--- src/rtl/fu_pkg.sv ---
// Shared definitions for the function unit and the multiply sequencer.
// Function-select codes are common to both blocks; the state encoding is sequencer-private.
package fu_pkg;

  localparam int unsigned FsCodeW = 4;

  localparam logic [FsCodeW-1:0] FS_PASSA = 4'h0;
  localparam logic [FsCodeW-1:0] FS_ADD   = 4'h2;

  typedef enum logic [1:0] {
    StIdle = 2'd0,
    StRun  = 2'd1,
    StDone = 2'd2
  } mult_state_e;

endpackage

--- src/rtl/fu_mult_skip_shift.sv ---
// Barrel shifter that collapses the trailing PASS steps of a multiply into one cycle.
// Present only when FU_MULT_ZERO_SKIP_EN is defined.
`ifdef FU_MULT_ZERO_SKIP_EN
module fu_mult_skip_shift #(
  parameter int unsigned WIDTH = 8,
  parameter int unsigned CNT_W = 4
) (
  input  logic [2*WIDTH-1:0] din,
  input  logic [CNT_W-1:0]   cnt,
  output logic [2*WIDTH-1:0] dout
);

  assign dout = din >> cnt;

endmodule
`endif

--- src/rtl/fu_mult_sequencer.sv ---
// Shift-and-add unsigned multiplier that borrows the CPU function unit as its adder.
// Optional FU_MULT_ZERO_SKIP_EN: finish early once the remaining multiplier bits are all zero.
module fu_mult_sequencer
  import fu_pkg::*;
#(
  parameter int unsigned WIDTH = 8,
  parameter int unsigned FS_W  = 4,
  parameter int unsigned SH_W  = 3
) (
  input  logic                 clk,
  input  logic                 reset,
  input  logic                 start,
  input  logic [WIDTH-1:0]     a_in,
  input  logic [WIDTH-1:0]     b_in,
  output logic                 busy,
  output logic                 done,
  output logic [2*WIDTH-1:0]   product,
  output logic                 prod_z,
  output logic [WIDTH-1:0]     fu_a,
  output logic [WIDTH-1:0]     fu_b,
  output logic [FS_W-1:0]      fu_fs,
  output logic [SH_W-1:0]      fu_sh,
  input  logic [WIDTH-1:0]     fu_f,
  input  logic                 fu_c
);

  localparam int unsigned CntW = $clog2(WIDTH + 1);
  localparam logic [FS_W-1:0] FsPassA = FS_W'(FS_PASSA);
  localparam logic [FS_W-1:0] FsAdd   = FS_W'(FS_ADD);

  mult_state_e          state_q, state_d;
  logic [WIDTH-1:0]     hi_q, hi_d, lo_q, lo_d, mcand_q, mcand_d;
  logic [CntW-1:0]      cnt_q, cnt_d;
  logic [2*WIDTH-1:0]   product_q, product_d;
  logic                 prod_z_q, prod_z_d;

  logic                 is_add, cy;
  logic [WIDTH-1:0]     step_hi, step_lo;
  logic [CntW-1:0]      step_cnt;

  // One shift-and-add step using the function unit's result; carry only counts on ADD.
  always_comb begin
    is_add   = (state_q == StRun) && lo_q[0];
    cy       = is_add & fu_c;
    step_hi  = {cy, fu_f[WIDTH-1:1]};
    step_lo  = {fu_f[0], lo_q[WIDTH-1:1]};
    step_cnt = cnt_q - CntW'(1);
  end

`ifdef FU_MULT_ZERO_SKIP_EN
  logic               rem_zero;
  logic [2*WIDTH-1:0] skip_prod;

  // After this step the low step_cnt bits of lo are the unconsumed multiplier bits.
  always_comb begin
    rem_zero = 1'b1;
    for (int i = 0; i < int'(WIDTH); i++) begin
      if ((i < int'(step_cnt)) && step_lo[i]) rem_zero = 1'b0;
    end
  end

  fu_mult_skip_shift #(
    .WIDTH (WIDTH),
    .CNT_W (CntW)
  ) u_skip_shift (
    .din  ({step_hi, step_lo}),
    .cnt  (step_cnt),
    .dout (skip_prod)
  );
`endif

  // Next-state, datapath update and function-unit drive.
  always_comb begin
    state_d   = state_q;
    hi_d      = hi_q;
    lo_d      = lo_q;
    mcand_d   = mcand_q;
    cnt_d     = cnt_q;
    product_d = product_q;
    prod_z_d  = prod_z_q;
    fu_a      = '0;
    fu_b      = '0;
    fu_fs     = FsPassA;
    unique case (state_q)
      StIdle: begin
        if (start) begin
          hi_d    = '0;
          lo_d    = b_in;
          mcand_d = a_in;
          cnt_d   = CntW'(WIDTH);
          state_d = StRun;
        end
      end
      StRun: begin
        fu_a  = hi_q;
        fu_b  = mcand_q;
        fu_fs = is_add ? FsAdd : FsPassA;
        hi_d  = step_hi;
        lo_d  = step_lo;
        cnt_d = step_cnt;
        // Product is captured on entry to DONE so it is valid alongside the done pulse.
        if (cnt_q == CntW'(1)) begin
          state_d   = StDone;
          product_d = {step_hi, step_lo};
          prod_z_d  = ({step_hi, step_lo} == '0);
        end
`ifdef FU_MULT_ZERO_SKIP_EN
        else if (rem_zero) begin
          {hi_d, lo_d} = skip_prod;
          cnt_d        = '0;
          state_d      = StDone;
          product_d    = skip_prod;
          prod_z_d     = (skip_prod == '0);
        end
`endif
      end
      StDone: begin
        state_d = StIdle;
      end
      default: begin
        state_d = StIdle;
      end
    endcase
  end

  // State and datapath registers with synchronous reset.
  always_ff @(posedge clk) begin
    if (reset) begin
      state_q   <= StIdle;
      hi_q      <= '0;
      lo_q      <= '0;
      mcand_q   <= '0;
      cnt_q     <= '0;
      product_q <= '0;
      prod_z_q  <= 1'b1;
    end else begin
      state_q   <= state_d;
      hi_q      <= hi_d;
      lo_q      <= lo_d;
      mcand_q   <= mcand_d;
      cnt_q     <= cnt_d;
      product_q <= product_d;
      prod_z_q  <= prod_z_d;
    end
  end

  assign busy    = (state_q != StIdle);
  assign done    = (state_q == StDone);
  assign product = product_q;
  assign prod_z  = prod_z_q;
  assign fu_sh   = '0;

endmodule
--- config.mk ---
export PLATFORM = sky130hd
export DESIGN_NAME = fu_mult_sequencer
export DESIGN_NICKNAME = d
export VERILOG_FILES = /design/src/rtl/fu_pkg.sv /design/src/rtl/fu_mult_skip_shift.sv /design/src/rtl/fu_mult_sequencer.sv
export SDC_FILE = /design/constraint.sdc
export NUM_CORES = 1
export LEC_CHECK = 0
export CELL_PAD_IN_SITES_DETAIL_PLACEMENT = 1
export CELL_PAD_IN_SITES_GLOBAL_PLACEMENT = 2
export CORE_AREA = 2 2 85 96
export CTS_BUF_LIST = sky130_fd_sc_hd__clkbuf_8
export DETAILED_ROUTE_END_ITERATION = 10
export DIE_AREA = 0 0 87 98
export PLACE_DENSITY = 0.82
export SLEW_MARGIN = 5
export SYNTH_ARGS = -nofsm -noshare
export SYNTH_HDL_FRONTEND = slang
export SYNTH_HIERARCHICAL = 1
export SYNTH_SLANG_ARGS = --single-unit
--- constraint.sdc ---
create_clock -name clk -period 2.45 [get_ports clk]
set_input_delay 0.49 -clock clk [delete_from_list [all_inputs] [get_ports clk]]
set_output_delay 0.49 -clock clk [all_outputs]
set_load 0.02 [all_outputs]
==> results.py <==
metrics = {
    "power_and_ir_drop": {
        "ir_worst_vdd_v": 0.000205,
        "p_leak_nw": 1.05,
        "p_per_area_nw_per_um2": 586,
    },
    "placed_design": {
        "io_buffers": 63,
        "hpwl_um": 4420,
        "globalplace.congestion": 0.750,
    },
    "cells_and_area": {
        "multi_input_area_sq_um": 1030,
        "fill_cells": 871,
        "diodes": 0,
        "seq_area_sq_um": 941,
        "layout_common_cells": "61 x clkdlybuf4s50_1, 47 x dfxtp_1, 42 x a21oi_1",
        "area_growth_syn_to_layout_pct": 37.2,
        "drive_gt1_frac": 0.123,
        "nNetsFinal": 337,
        "final_common_cell": "clkdlybuf4s50_1",
    },
    "setup_path": {
        "rr_startpoint": "cnt_q[1]",
        "critPathCaptureType": "output port",
        "crit_family": "buffers and inverters",
        "arrival_ns": 1.85,
        "r2r_end": "product[6]",
        "slowest_stage": "clkdlybuf4s50_1",
        "slowest_delay_ns": 0.60,
        "critPathBufInv": 2,
        "worstSetupPathType": "reg -> out",
        "r2r_setup_slack_ns": 0.68,
        "cp_cell_sequence": "nor2b_4 > buf_4 > and2_1 > clkdlybuf4s50_1",
        "critPathMaxFanout": 15,
        "start_kind": "flip-flop",
        "required_ns": 1.96,
        "reg2regPathDepth": 6,
    },
    "detailed_routing": {
        "wl_per_cell_um": 15.6,
        "vias_per_cell": 4.94,
        "vias": 1967,
        "drc": 0,
        "postRouteAntennaNets": 0,
        "wirelength_um": 6190,
        "drt_iter0_markers": 71,
        "firstDrtPassIters": 4,
    },
    "timing": {
        "finalClockSkew_ns": 0.00392,
        "rsz0062_at_grt": "false",
        "period_share": 0.954,
        "tightest_slew_ns": 0.658,
        "fin_crit_ns": 2.34,
        "final_max_slew_viol_count": 0,
        "hold_violations": 0,
        "fmax_ghz": 0.428,
        "setup_viol": 0,
        "final.setup.tns_ns": 0,
        "holdWs_ns": 0.460,
        "relSlewSlack": 0.562,
    },
    "min_path": {
        "whs_path_depth": 2,
        "hp-class": "reg -> reg",
        "holdPathEnd": "mcand_q[3]",
        "hp-start": "mcand_q[3]",
    },
    "clock_tree": {
        "postCtsSetupBuffers": 0,
        "cts-root-buf": "clkbuf_8",
        "h-tree-depth": 2,
        "clk_latency_ns": 0.31,
        "clock-sinks": 47,
        "numCtsBuffers": 5,
        "clock_path_buffers": 2,
        "clk_pin_slew_worst_paths_ns": 0.09,
        "cts_tree": "yes",
    },
    "job": {
        "cap_violations": 0,
    },
    "grt": {
        "grt_first_pass_wirelength_um": 9960,
        "overflow": 0,
        "grt_use_total": 0.150,
        "grt_pass1_vias": 1956,
        "grt_max_degree": 28,
        "antenna_found_initial": 0,
    },
    "die": {
        "rows": 34,
        "start_util": 0.280,
        "core_sq_um": 7610,
        "die_h_um": 98,
        "dieArea_sq_um": 8530,
        "die_w_um": 87,
        "pin_count": 70,
    },
    "synth": {
        "ys_warn_count": 6,
        "synth_area_per_cell_sq_um": 8.65,
        "netlist.area_leader.share": 0.441,
        "yosysUniqueCellTypes": 35,
        "synth.area.top_cells": "dfxtp_1 44%, a21oi_1 9.8%, nand2_1 6.0%, nand3_1 5.2%, and2_1 5.0%",
        "yosysTopAreaCell": "dfxtp_1",
        "ys_ff_latch": 47,
        "synth_area_sq_um": 2140,
        "synth_seq_area_share": 0.441,
        "synthCells": 247,
    },
    "outcome": {
        "status": "completed",
    },
}
flip-flops by register name, summed over array words and instances (netlist names):
signal and cells:
prod_z 1, product 16, cnt_q 4, mcand_q 8, lo_q 8, hi_q 8
state_q 2
cell type report:
cell class / count / area share
Clock inverter: 3 / 0.0149
Clock buffer: 5 / 0.0235
Tap cell: 90 / 0.0384
Sequential cell: 47 / 0.321
Multi-Input combinational cell: 177 / 0.350
Timing Repair Buffer: 74 / 0.249
Inverter: 2 / 0.00256
synth_stat cells (all sizes together):
library cell,instances
or3b,2
or2,2
nor2,3
o21bai,1
and2,17
a211oi,2
dfxtp,47
a21oi,43
nor3b,2
a32oi,1
nor2b,2
a311oi,1
nand3,24
a221o,1
and4,1
nor3,2
o21ai,16
a22oi,8
nand3b,1
buf,20
nand4,1
nor4,3
inv,2
conb,1
nand2,34
nand2b,2
clkbuf,6
ha,2
what timing repair did:
action | in CTS | in global routing
resized for setup | 0 | 2
hold buffers | 0 | 0
setup endpoints to repair | 0 | 2
power by group:
part           total [W]  internal, W  switching, W
logic           0.000302     0.000129      0.000172
clock network   0.000587     0.000304      0.000283
registers       0.000830     0.000800     0.0000303
total            0.00172      0.00123      0.000485
cells by family (layout without fill, tap and decap cells):
logic type | count (synthesis) | in the layout | synth area share
fa+ha+maj | 2 | 2 | 0.0117
compound gates | 73 | 73 | 0.211
other cells | 1 | 6 | 0.00176
flops | 47 | 47 | 0.441
buf+inv | 28 | 84 | 0.0914
simple gates | 96 | 96 | 0.243
metrics by stage:
| step | util | total power (W) | std cells | cell area (sq um) | setup slack [ns] |
|---|---|---|---|---|---|
| after global placement | 0.369 | 0.00115 | 390 | 2810 | 0.378 |
| after CTS | 0.384 | 0.00175 | 398 | 2930 | 0.0855 |
| after detailed placement | 0.369 | 0.00115 | 390 | 2810 | 0.351 |
| final | 0.385 | 0.00172 | 398 | 2930 | 0.113 |
| after global routing | 0.385 | 0.00180 | 398 | 2930 | 0.00262 |
| after floorplan | - | 0.00104 | 252 | 2150 | 0.750 |
metal layers:
| metal | track usage | share of wire | up-vias |
|---|---|---|---|
| li1 | - | - | 963 |
| met5 | 0 | 0 | - |
| met1 | 0.198 | 0.46 | 936 |
| met4 | 0.0493 | 0.014 | 0 |
| met2 | 0.240 | 0.47 | 62 |
| met3 | 0.0330 | 0.053 | 6 |
how the worst max path moves through the flow:
stage / from / to / slack (ns) / cells past startpoint
floorplan: state_q[0] / fu_a[0] / 0.75 / 5
global placement: start / cnt_q[1] / 0.38 / 4
detailed placement: start / cnt_q[1] / 0.35 / 4
CTS: state_q[1] / fu_a[1] / 0.09 / 4
global route: state_q[1] / fu_a[5] / 0.003 / 4
finish: state_q[1] / fu_a[4] / 0.11 / 4
worst register-to-register path: stages, from the launching register on:
cell	delay, ns
dfxtp_1	0.34
inv_1	0.08
ha_1	0.17
or3b_1	0.52
buf_4	0.27
o21ai_0	0.17
a21oi_1	0.08
Power figures use the tool's default switching activity.
